`src/rtl/n_clic_timer.sv`:
```
// CSR-mapped prescaled timer: counter vs. compare, sticky pending bit drives a level
// interrupt request into n_clic. CSR op encoding shared through n_clic_timer_pkg.
package n_clic_timer_pkg;
  typedef enum logic [2:0] {
    CSR_RW  = 3'b001,
    CSR_RS  = 3'b010,
    CSR_RC  = 3'b011,
    CSR_RWI = 3'b101,
    CSR_RSI = 3'b110,
    CSR_RCI = 3'b111
  } csr_op_t;
endpackage

module n_clic_timer
  import n_clic_timer_pkg::*;
#(
  parameter logic [11:0] BaseAddr   = 12'h400,
  parameter int unsigned PrescWidth = 8
) (
  input  logic          clk,
  input  logic          reset,
  input  logic          csr_enable,
  input  logic [11:0]   csr_addr,
  input  csr_op_t       csr_op,
  input  logic [4:0]    rs1_zimm,
  input  logic [31:0]   rs1_data,
  output logic [31:0]   csr_out,
  output logic          interrupt_out
);
  localparam int unsigned DataW = 32;
  localparam int unsigned DivLsb = 8;

  logic                  en_q, en_d;
  logic                  periodic_q, periodic_d;
  logic [PrescWidth-1:0] div_q, div_d;
  logic                  pend_q, pend_d;
  logic [DataW-1:0]      cmp_q, cmp_d;
  logic [DataW-1:0]      cnt_q, cnt_d;
  logic [PrescWidth-1:0] psc_q, psc_d;

  logic             hit_ctrl, hit_cmp, hit_cnt;
  logic [DataW-1:0] ctrl_val, old_val, src, wr_val;
  logic             wr_en, tick, hit_match, pend_clr;

  // Address decode, read mux and write-value formation
  always_comb begin
    hit_ctrl = csr_enable && (csr_addr == BaseAddr);
    hit_cmp  = csr_enable && (csr_addr == BaseAddr + 12'd1);
    hit_cnt  = csr_enable && (csr_addr == BaseAddr + 12'd2);

    ctrl_val                      = '0;
    ctrl_val[0]                   = en_q;
    ctrl_val[1]                   = periodic_q;
    ctrl_val[DivLsb +: PrescWidth] = div_q;
    ctrl_val[31]                  = pend_q;

    old_val = '0;
    if (hit_ctrl)     old_val = ctrl_val;
    else if (hit_cmp) old_val = cmp_q;
    else if (hit_cnt) old_val = cnt_q;

    src    = csr_op[2] ? DataW'(rs1_zimm) : rs1_data;
    wr_en  = 1'b0;
    wr_val = old_val;
    case (csr_op)
      CSR_RW, CSR_RWI: begin
        wr_en  = 1'b1;
        wr_val = src;
      end
      CSR_RS, CSR_RSI: begin
        wr_en  = (rs1_zimm != 5'd0);
        wr_val = old_val | src;
      end
      CSR_RC, CSR_RCI: begin
        wr_en  = (rs1_zimm != 5'd0);
        wr_val = old_val & ~src;
      end
      default: begin
        wr_en  = 1'b0;
        wr_val = old_val;
      end
    endcase
  end

  assign csr_out       = old_val;
  assign interrupt_out = pend_q;

  // Tick effects first, then CSR write overrides on the register it targets
  always_comb begin
    tick      = en_q && (psc_q == div_q);
    hit_match = tick && (cnt_q == cmp_q);
    pend_clr  = ~wr_val[31] & (pend_q | src[31]);

    en_d       = en_q;
    periodic_d = periodic_q;
    div_d      = div_q;
    pend_d     = pend_q | hit_match;
    cmp_d      = cmp_q;
    cnt_d      = cnt_q;
    psc_d      = psc_q;

    if (en_q) psc_d = tick ? '0 : psc_q + PrescWidth'(1);
    if (tick) cnt_d = hit_match ? '0 : cnt_q + 32'd1;
    if (hit_match && !periodic_q) en_d = 1'b0;

    if (wr_en && hit_ctrl) begin
      en_d       = wr_val[0];
      periodic_d = wr_val[1];
      div_d      = wr_val[DivLsb +: PrescWidth];
      pend_d     = wr_val[31] | (hit_match & ~pend_clr);
      psc_d      = '0;
    end
    if (wr_en && hit_cmp) cmp_d = wr_val;
    if (wr_en && hit_cnt) begin
      cnt_d = wr_val;
      psc_d = '0;
    end
  end

  always_ff @(posedge clk or negedge reset) begin
    if (!reset) begin
      en_q       <= 1'b0;
      periodic_q <= 1'b0;
      div_q      <= '0;
      pend_q     <= 1'b0;
      cmp_q      <= 32'hFFFF_FFFF;
      cnt_q      <= '0;
      psc_q      <= '0;
    end else begin
      en_q       <= en_d;
      periodic_q <= periodic_d;
      div_q      <= div_d;
      pend_q     <= pend_d;
      cmp_q      <= cmp_d;
      cnt_q      <= cnt_d;
      psc_q      <= psc_d;
    end
  end
endmodule

```
`config.mk`:
```
export PLATFORM = sky130hd
export DESIGN_NAME = n_clic_timer
export DESIGN_NICKNAME = d
export VERILOG_FILES = /design/src/rtl/n_clic_timer.sv
export SDC_FILE = /design/constraint.sdc
export NUM_CORES = 1
export LEC_CHECK = 0
export BUFFER_PORTS_ARGS = -buffer_cell sky130_fd_sc_hd__buf_2
export CAP_MARGIN = 40
export CORE_ASPECT_RATIO = 2
export CORE_MARGIN = 5
export CORE_UTILIZATION = 55
export CTS_CLUSTER_DIAMETER = 100
export DETAILED_ROUTE_END_ITERATION = 16
export PLACE_DENSITY = 0.81
export SLEW_MARGIN = 15
export SYNTH_ARGS = -nofsm -noshare
export SYNTH_HDL_FRONTEND = slang
export SYNTH_SLANG_ARGS = --single-unit
export TNS_END_PERCENT = 5
```
`constraint.sdc`:
```
create_clock -name clk -period 2.2 [get_ports clk]
set_input_delay 0.11 -clock clk [delete_from_list [all_inputs] [get_ports clk]]
set_output_delay 0.11 -clock clk [all_outputs]
set_load 0.05 [all_outputs]
```
# [After elaboration in Yosys (flattened, before gate mapping)]
# Cells that the tools add are included.
[totals] mem_count=0 ramBits=0 reg_bits=83 word_cells=64 out_inout_bits=33 inputBits=55 rom_bits=0 latchBits=0
[op_classes] n_eq_ne=11 reduce_logical=18 mul=0 n_lt_le_gt_ge=0 n_mux=16 div=0 n_addsub=2 shifts=0 bitwise_logic=10
[ops] op="2-to-1 mux 32 bit" count=7
[ops] op="case mux 32 bit (3 select lines)" count=1
[ops] op="equality test 12 x 11 -> 1 bit (second input constant)" count=3
[ops] op="adder 32 x 1 -> 32 bit (second input constant)" count=1
[ops] op="AND 32 bit" count=1
[ops] op="equality test 32 bit" count=1
[ops] op="2-to-1 mux 8 bit" count=4
[ops] op="inverter 32 bit" count=1
[ops] op="bitwise OR 32 bit" count=1
[ops] op="equality test 3 bit (second input constant)" count=3
[ops] op="logical AND 1 bit" count=9
[ops] op="adder 8 x 1 -> 8 bit (second input constant)" count=1
[ops] op="equality test 8 bit" count=1
[ops] op="equality test 3 x 2 -> 1 bit (second input constant)" count=2
[ops] op="OR reduction 2 bit" count=3
[ops] op="nonzero test 5 bit" count=1
[ops] op="nonzero test 2 bit" count=2
[ops] op="OR reduction 4 bit" count=1
[ops] op="equality test 3 x 1 -> 1 bit (second input constant)" count=1
[ops] op="2-to-1 mux 1 bit" count=3
[ops] op="bitwise OR 1 bit" count=3
[ops] op="nonzero test 3 bit" count=1
[ops] op="AND 1 bit" count=2
[ops] op="inverter 1 bit" count=2
[ops] op="2 further kinds" count=2

# [Logic depth before layout (Yosys ltp)]
[depth] ltp_word=13 mapped_depth=10 mapped_depth_nobuf=8

# [Least setup slack after synthesis]
# No wires, ideal clock.
[synth_timing] path_type="input to output" start="in csr_addr[4]" end="out csr_out[13]" setup_slack_ps=48 arrival_time_ps=2042 path_stages=4 n_path_buf=1 required_time_ps=2090 cell_sequence="nor4b_1 nand3_1 clkbuf_1 a211oi_1"
[synth_via] elab_chain_len=5 elab_cells_between_ends=9 classes_between="eq/ne: 3; mux: 3; reduce/logical: 3"
[synth_lines] item="from (decl)" line="23" rtl="input logic [11:0] csr_addr,"
[synth_lines] item="equality test 12 x 11 -> 1 bit" line="49" rtl="hit_cnt = csr_enable && (csr_addr == BaseAddr + 12'd2);"
[synth_lines] item="logical AND 1 bit" line="49"
[synth_lines] item="2-to-1 mux 32 bit" line="60" rtl="else if (hit_cnt) old_val = cnt_q;"
[synth_lines] item="2-to-1 mux 32 bit" line="59" rtl="else if (hit_cmp) old_val = cmp_q;"
[synth_lines] item="2-to-1 mux 32 bit (*)" line="58" rtl="if (hit_ctrl) old_val = ctrl_val;"
[synth_lines] item="to (decl)" line="27" rtl="output logic [31:0] csr_out,"
# Every way passes the cells marked *; elsewhere a longest branch is shown, timed or not.

# [Worst setup path in the final report]
[layout_timing] start="reg cmp_q[5]" end="reg cnt_q[14]"
[layout_via] elab_chain_len=5
[layout_lines] item="from (decl)" line="37" rtl="logic [DataW-1:0] cmp_q, cmp_d;"
[layout_lines] item="from (signal assigned)" line="134" rtl="cmp_q <= cmp_d;"
[layout_lines] item="equality test 32 bit" line="91" rtl="hit_match = tick && (cnt_q == cmp_q);"
[layout_lines] item="logical AND 1 bit" line="91"
[layout_lines] item="2-to-1 mux 32 bit (2 in series)" line="103" rtl="if (tick) cnt_d = hit_match ? '0 : cnt_q + 32'd1;"
[layout_lines] item="2-to-1 mux 32 bit" line="114" rtl="if (wr_en && hit_cnt) begin"
[layout_lines] item="to (signal assigned)" line="135" rtl="cnt_q <= cnt_d;"
[layout_lines] item="to (decl)" line="38" rtl="logic [DataW-1:0] cnt_q, cnt_d;"
# Every way passes these cells. The select of a mux whose other input is x is not followed.
# A chain may end at the register's enable or synchronous reset.

==> results.cfg <==
[clock_tree]
clock_tree.htree_level_count = 3
clkLatencyLatePin_ns = 0.35
clockBufferDepth = 2
cts_num_sinks = 83
numCtsBuffers = 9
clockRootBuffer = sky130_fd_sc_hd__clkbuf_16
clkSlewWorstSetupHoldPaths_ns = 0.07
clock_tree_from_tritoncts = done

[job]
drv_cap = 0

[grt]
number_of_global_route_vias_before_repair = 6711
grt_first_pass_wirelength_um = 34700
grt_antenna_before_repair = 0
grt_usage_pct = 32.3
largest_net_degree_at_the_start_of_global_routing = 55
grt.overflow.total = 0

[sta]
max_slew_margin_pct = 64.2
timing.hold.ws_ns = 0.210
max_freq_mhz = 452
timing.final.ws_setup_ns = -0.0137
setup-violations-final = 2
rsz0062_at_grt = yes
fin_clk_skew_ns = 0.00989
period_minus_slack_ns = 2.21
finalSetupTns_ns = -0.0149
timing_worst_slew_pin_value_ns = 0.534
final.period_utilization_pct = 101
slew_violations = 0
report.final.hold_viol_count = 0

[worst_setup_path]
timing.critical_path.required_ns = 2.42
startpoint_type = register
critical_path_buf_inv_count = 1
timing_worst_setup_path_type = register to register
timing.critical_path.to_type = register
cp_top_family = simple AND/OR/NAND/NOR gates
cp_cell_sequence = xnor2_1, nand4_1, nor4_2, and2_4, buf_6, o21ai_0, a221oi_2, a21oi_1
critical-path-slowest-cell = sky130_fd_sc_hd__dfstp_2
critical_path.max_fanout = 6
critPathMaxStageDelay_ns = 0.59
worst-endpoint-arrival_ns = 2.44

[synth]
syn_area_um2 = 6250
syn_nets = 831
postSynthAreaPerCell_um2 = 8.07
synth_enable_flop_cells = 0
synth.most_common_cell = sky130_fd_sc_hd__nand2_1
synth_commonest_cells = sky130_fd_sc_hd__nand2_1 (79), sky130_fd_sc_hd__xnor2_1 (73), sky130_fd_sc_hd__nor2_1 (72)
synth_cell_types = 61
synth_seq_cells = 83
seq_area_frac_synth_pct = 33.9
synth_top_area_share_pct = 20.4
synth.yosys.warnings = 0
synth_async_sr_flop_share_pct = 100
post-synth-top-area-cell = sky130_fd_sc_hd__dfrtp_1
synthesis.instances = 774
synth.top_cells.by_area = sky130_fd_sc_hd__dfrtp_1 (20%), sky130_fd_sc_hd__dfstp_2 (13%), sky130_fd_sc_hd__xnor2_1 (10%), sky130_fd_sc_hd__a21oi_1 (5.2%), sky130_fd_sc_hd__nand2_1 (4.7%)
synth_top_flop_cell = sky130_fd_sc_hd__dfrtp_1

[finish]
final_area_um2 = 7760
diodes = 0
num-nets-final = 956
drive_gt1_share_pct = 29.4
post-route-util_pct = 69.2
area_growth_pct = 24.3

[placement]
dp_hpwl_um = 16300
gpl.final_weighted_congestion = 0.976
place_ws_ns = -0.101
dpl-instance-area_um2 = 7290
port_buffers = 87

[route]
drt-total-wl_um = 22000
vias = 6597
avgViaCountPerCell = 6.31
drcViolationCount = 0
initialDrtViolationCount = 489
drt-wirelength-per-cell_um = 21.0
detailedRoute.firstPassIterationCount = 5
final_antenna_net_count = 0

[run_status]
failed_checks = setup timing
run_status = complete, but fails checks

[power_and_ir_drop]
netSwitchingFraction_pct = 25.8
pwr_density_cell_nw_per_um2 = 457
power.leakage_uw = 0.00316
pwr-share-clk_pct = 43.9
power.ir.vdd_worst_mv = 0.467
share_comb_of_total_power_pct = 12.4
share_seq_of_total_power_pct = 43.7
total_switching_power_uw = 918
p_int_uw = 2630

[floorplanning]
design.portCount = 88
horizontal_extent_of_the_die_um = 85.4
std_cell_rows = 55
start_util_pct = 55.7
die_span_in_y_um = 161
die_area_um2 = 13700
core_area_um2 = 11200

[min_path]
holdCritPathClass = input pin to async pin
-- layout make-up --
class	instances	area (um2)
Inverter	7	26.3
Fill cell	946	3450
Tap cell	142	178
Clock buffer	11	243
Clock inverter	5	61.3
Sequential cell	83	2120
Multi-Input combinational cell	624	3990
Timing Repair Buffer	174	1150
-- power groups by stage --
stage | clock network (uW) | logic [uW] | registers (uW)
after floorplan | 0 | 250 | 1580
after global placement | 0 | 417 | 1580
after detailed placement | 0 | 432 | 1580
after CTS | 1580 | 437 | 1550
after global routing | 1630 | 481 | 1550
final | 1560 | 440 | 1550
-- state kept, by name, summed over array words and instances, names as in the netlist --
name / count
interrupt_out: 1
periodic_q: 1
en_q: 1
cnt_q: 32
cmp_q: 32
psc_q: 8
div_q: 8
-- path summary, 6_finish.rpt --
path / slack [ns] / cells past startpoint / to / start
min in group clk: 0.23 / 5 / cmp_q[18] / rs1_data[18]
worst max register to register: -0.01 / 8 / cnt_q[14] / cmp_q[5]
max in group asynchronous: 1.28 / 3 / cmp_q[20] / reset
worst max-delay path: -0.01 / 8 / cnt_q[14] / cmp_q[5]
worst min-delay path: 0.21 / 2 / psc_q[0] / reset
worst min register to register: 0.48 / 2 / cmp_q[26] / cmp_q[26]
-- layer usage --
layer	track usage (%)	share of wire, %
met1	35.4	34
met2	57.4	53
met3	3.23	5.4
met4	21.6	7.0
met5	0	0
-- metrics by stage --
| stage | cells | power (uW) |
|---|---|---|
| 2_1_floorplan | 774 | 1830 |
| 3_3_place_gp | 1025 | 1990 |
| 3_5_place_dp | 1025 | 2010 |
| 4_1_cts | 1042 | 3560 |
| 5_1_grt | 1046 | 3670 |
| 6_report | 1046 | 3550 |
-- cell families (layout without fill, tap and decap cells) --
family,Yosys count,after routing,synth area share (%)
XOR/XNOR,81,81,11.4
multiplexers,25,25,4.14
adder cells (fa/ha/maj),2,2,0.400
buffers and inverters,67,197,4.37
flip-flops,83,83,33.9
AO/OA/AOI/OAI,225,225,21.7
AND/OR/NAND/NOR,291,291,24.2
-- worst register-to-register path: stages, from the launching register on --
cell	delay [ns]
sky130_fd_sc_hd__dfstp_2	0.59
sky130_fd_sc_hd__xnor2_1	0.16
sky130_fd_sc_hd__nand4_1	0.14
sky130_fd_sc_hd__nor4_2	0.34
sky130_fd_sc_hd__and2_4	0.26
sky130_fd_sc_hd__buf_6	0.13
sky130_fd_sc_hd__o21ai_0	0.12
sky130_fd_sc_hd__a221oi_2	0.28
sky130_fd_sc_hd__a21oi_1	0.07
-- cell usage in the layout, fill, tap and decap left out, types with 8 or more instances in the layout --
| cell | instances |
|---|---|
| sky130_fd_sc_hd__mux2i_1 | 18 |
| sky130_fd_sc_hd__buf_2 | 87 |
| sky130_fd_sc_hd__nand4_1 | 15 |
| sky130_fd_sc_hd__dfrtp_1 | 49 |
| sky130_fd_sc_hd__o21ai_1 | 22 |
| sky130_fd_sc_hd__dfstp_2 | 32 |
| sky130_fd_sc_hd__nand3_1 | 13 |
| sky130_fd_sc_hd__a21oi_1 | 65 |
| sky130_fd_sc_hd__a22oi_1 | 24 |
| sky130_fd_sc_hd__a31oi_1 | 13 |
| sky130_fd_sc_hd__a21o_1 | 15 |
| sky130_fd_sc_hd__nor2b_1 | 33 |
| sky130_fd_sc_hd__nand2_1 | 79 |
| sky130_fd_sc_hd__xor2_1 | 8 |
| sky130_fd_sc_hd__clkbuf_16 | 9 |
| sky130_fd_sc_hd__nor2_1 | 71 |
| sky130_fd_sc_hd__o21ai_0 | 49 |
| sky130_fd_sc_hd__and3_1 | 12 |
| sky130_fd_sc_hd__buf_4 | 79 |
| sky130_fd_sc_hd__xnor2_1 | 68 |
-- repair_timing --
item                                   in CTS  in global routing
gates cloned                                0                  1
endpoints found under the hold margin      24                  0
setup endpoints to repair                  18                 35
hold buffers                                1                  0
buffers inserted                            0                  3
pin swaps                                   3                 14
gates resized for setup                    10                 21
Power figures use the tool's default switching activity.
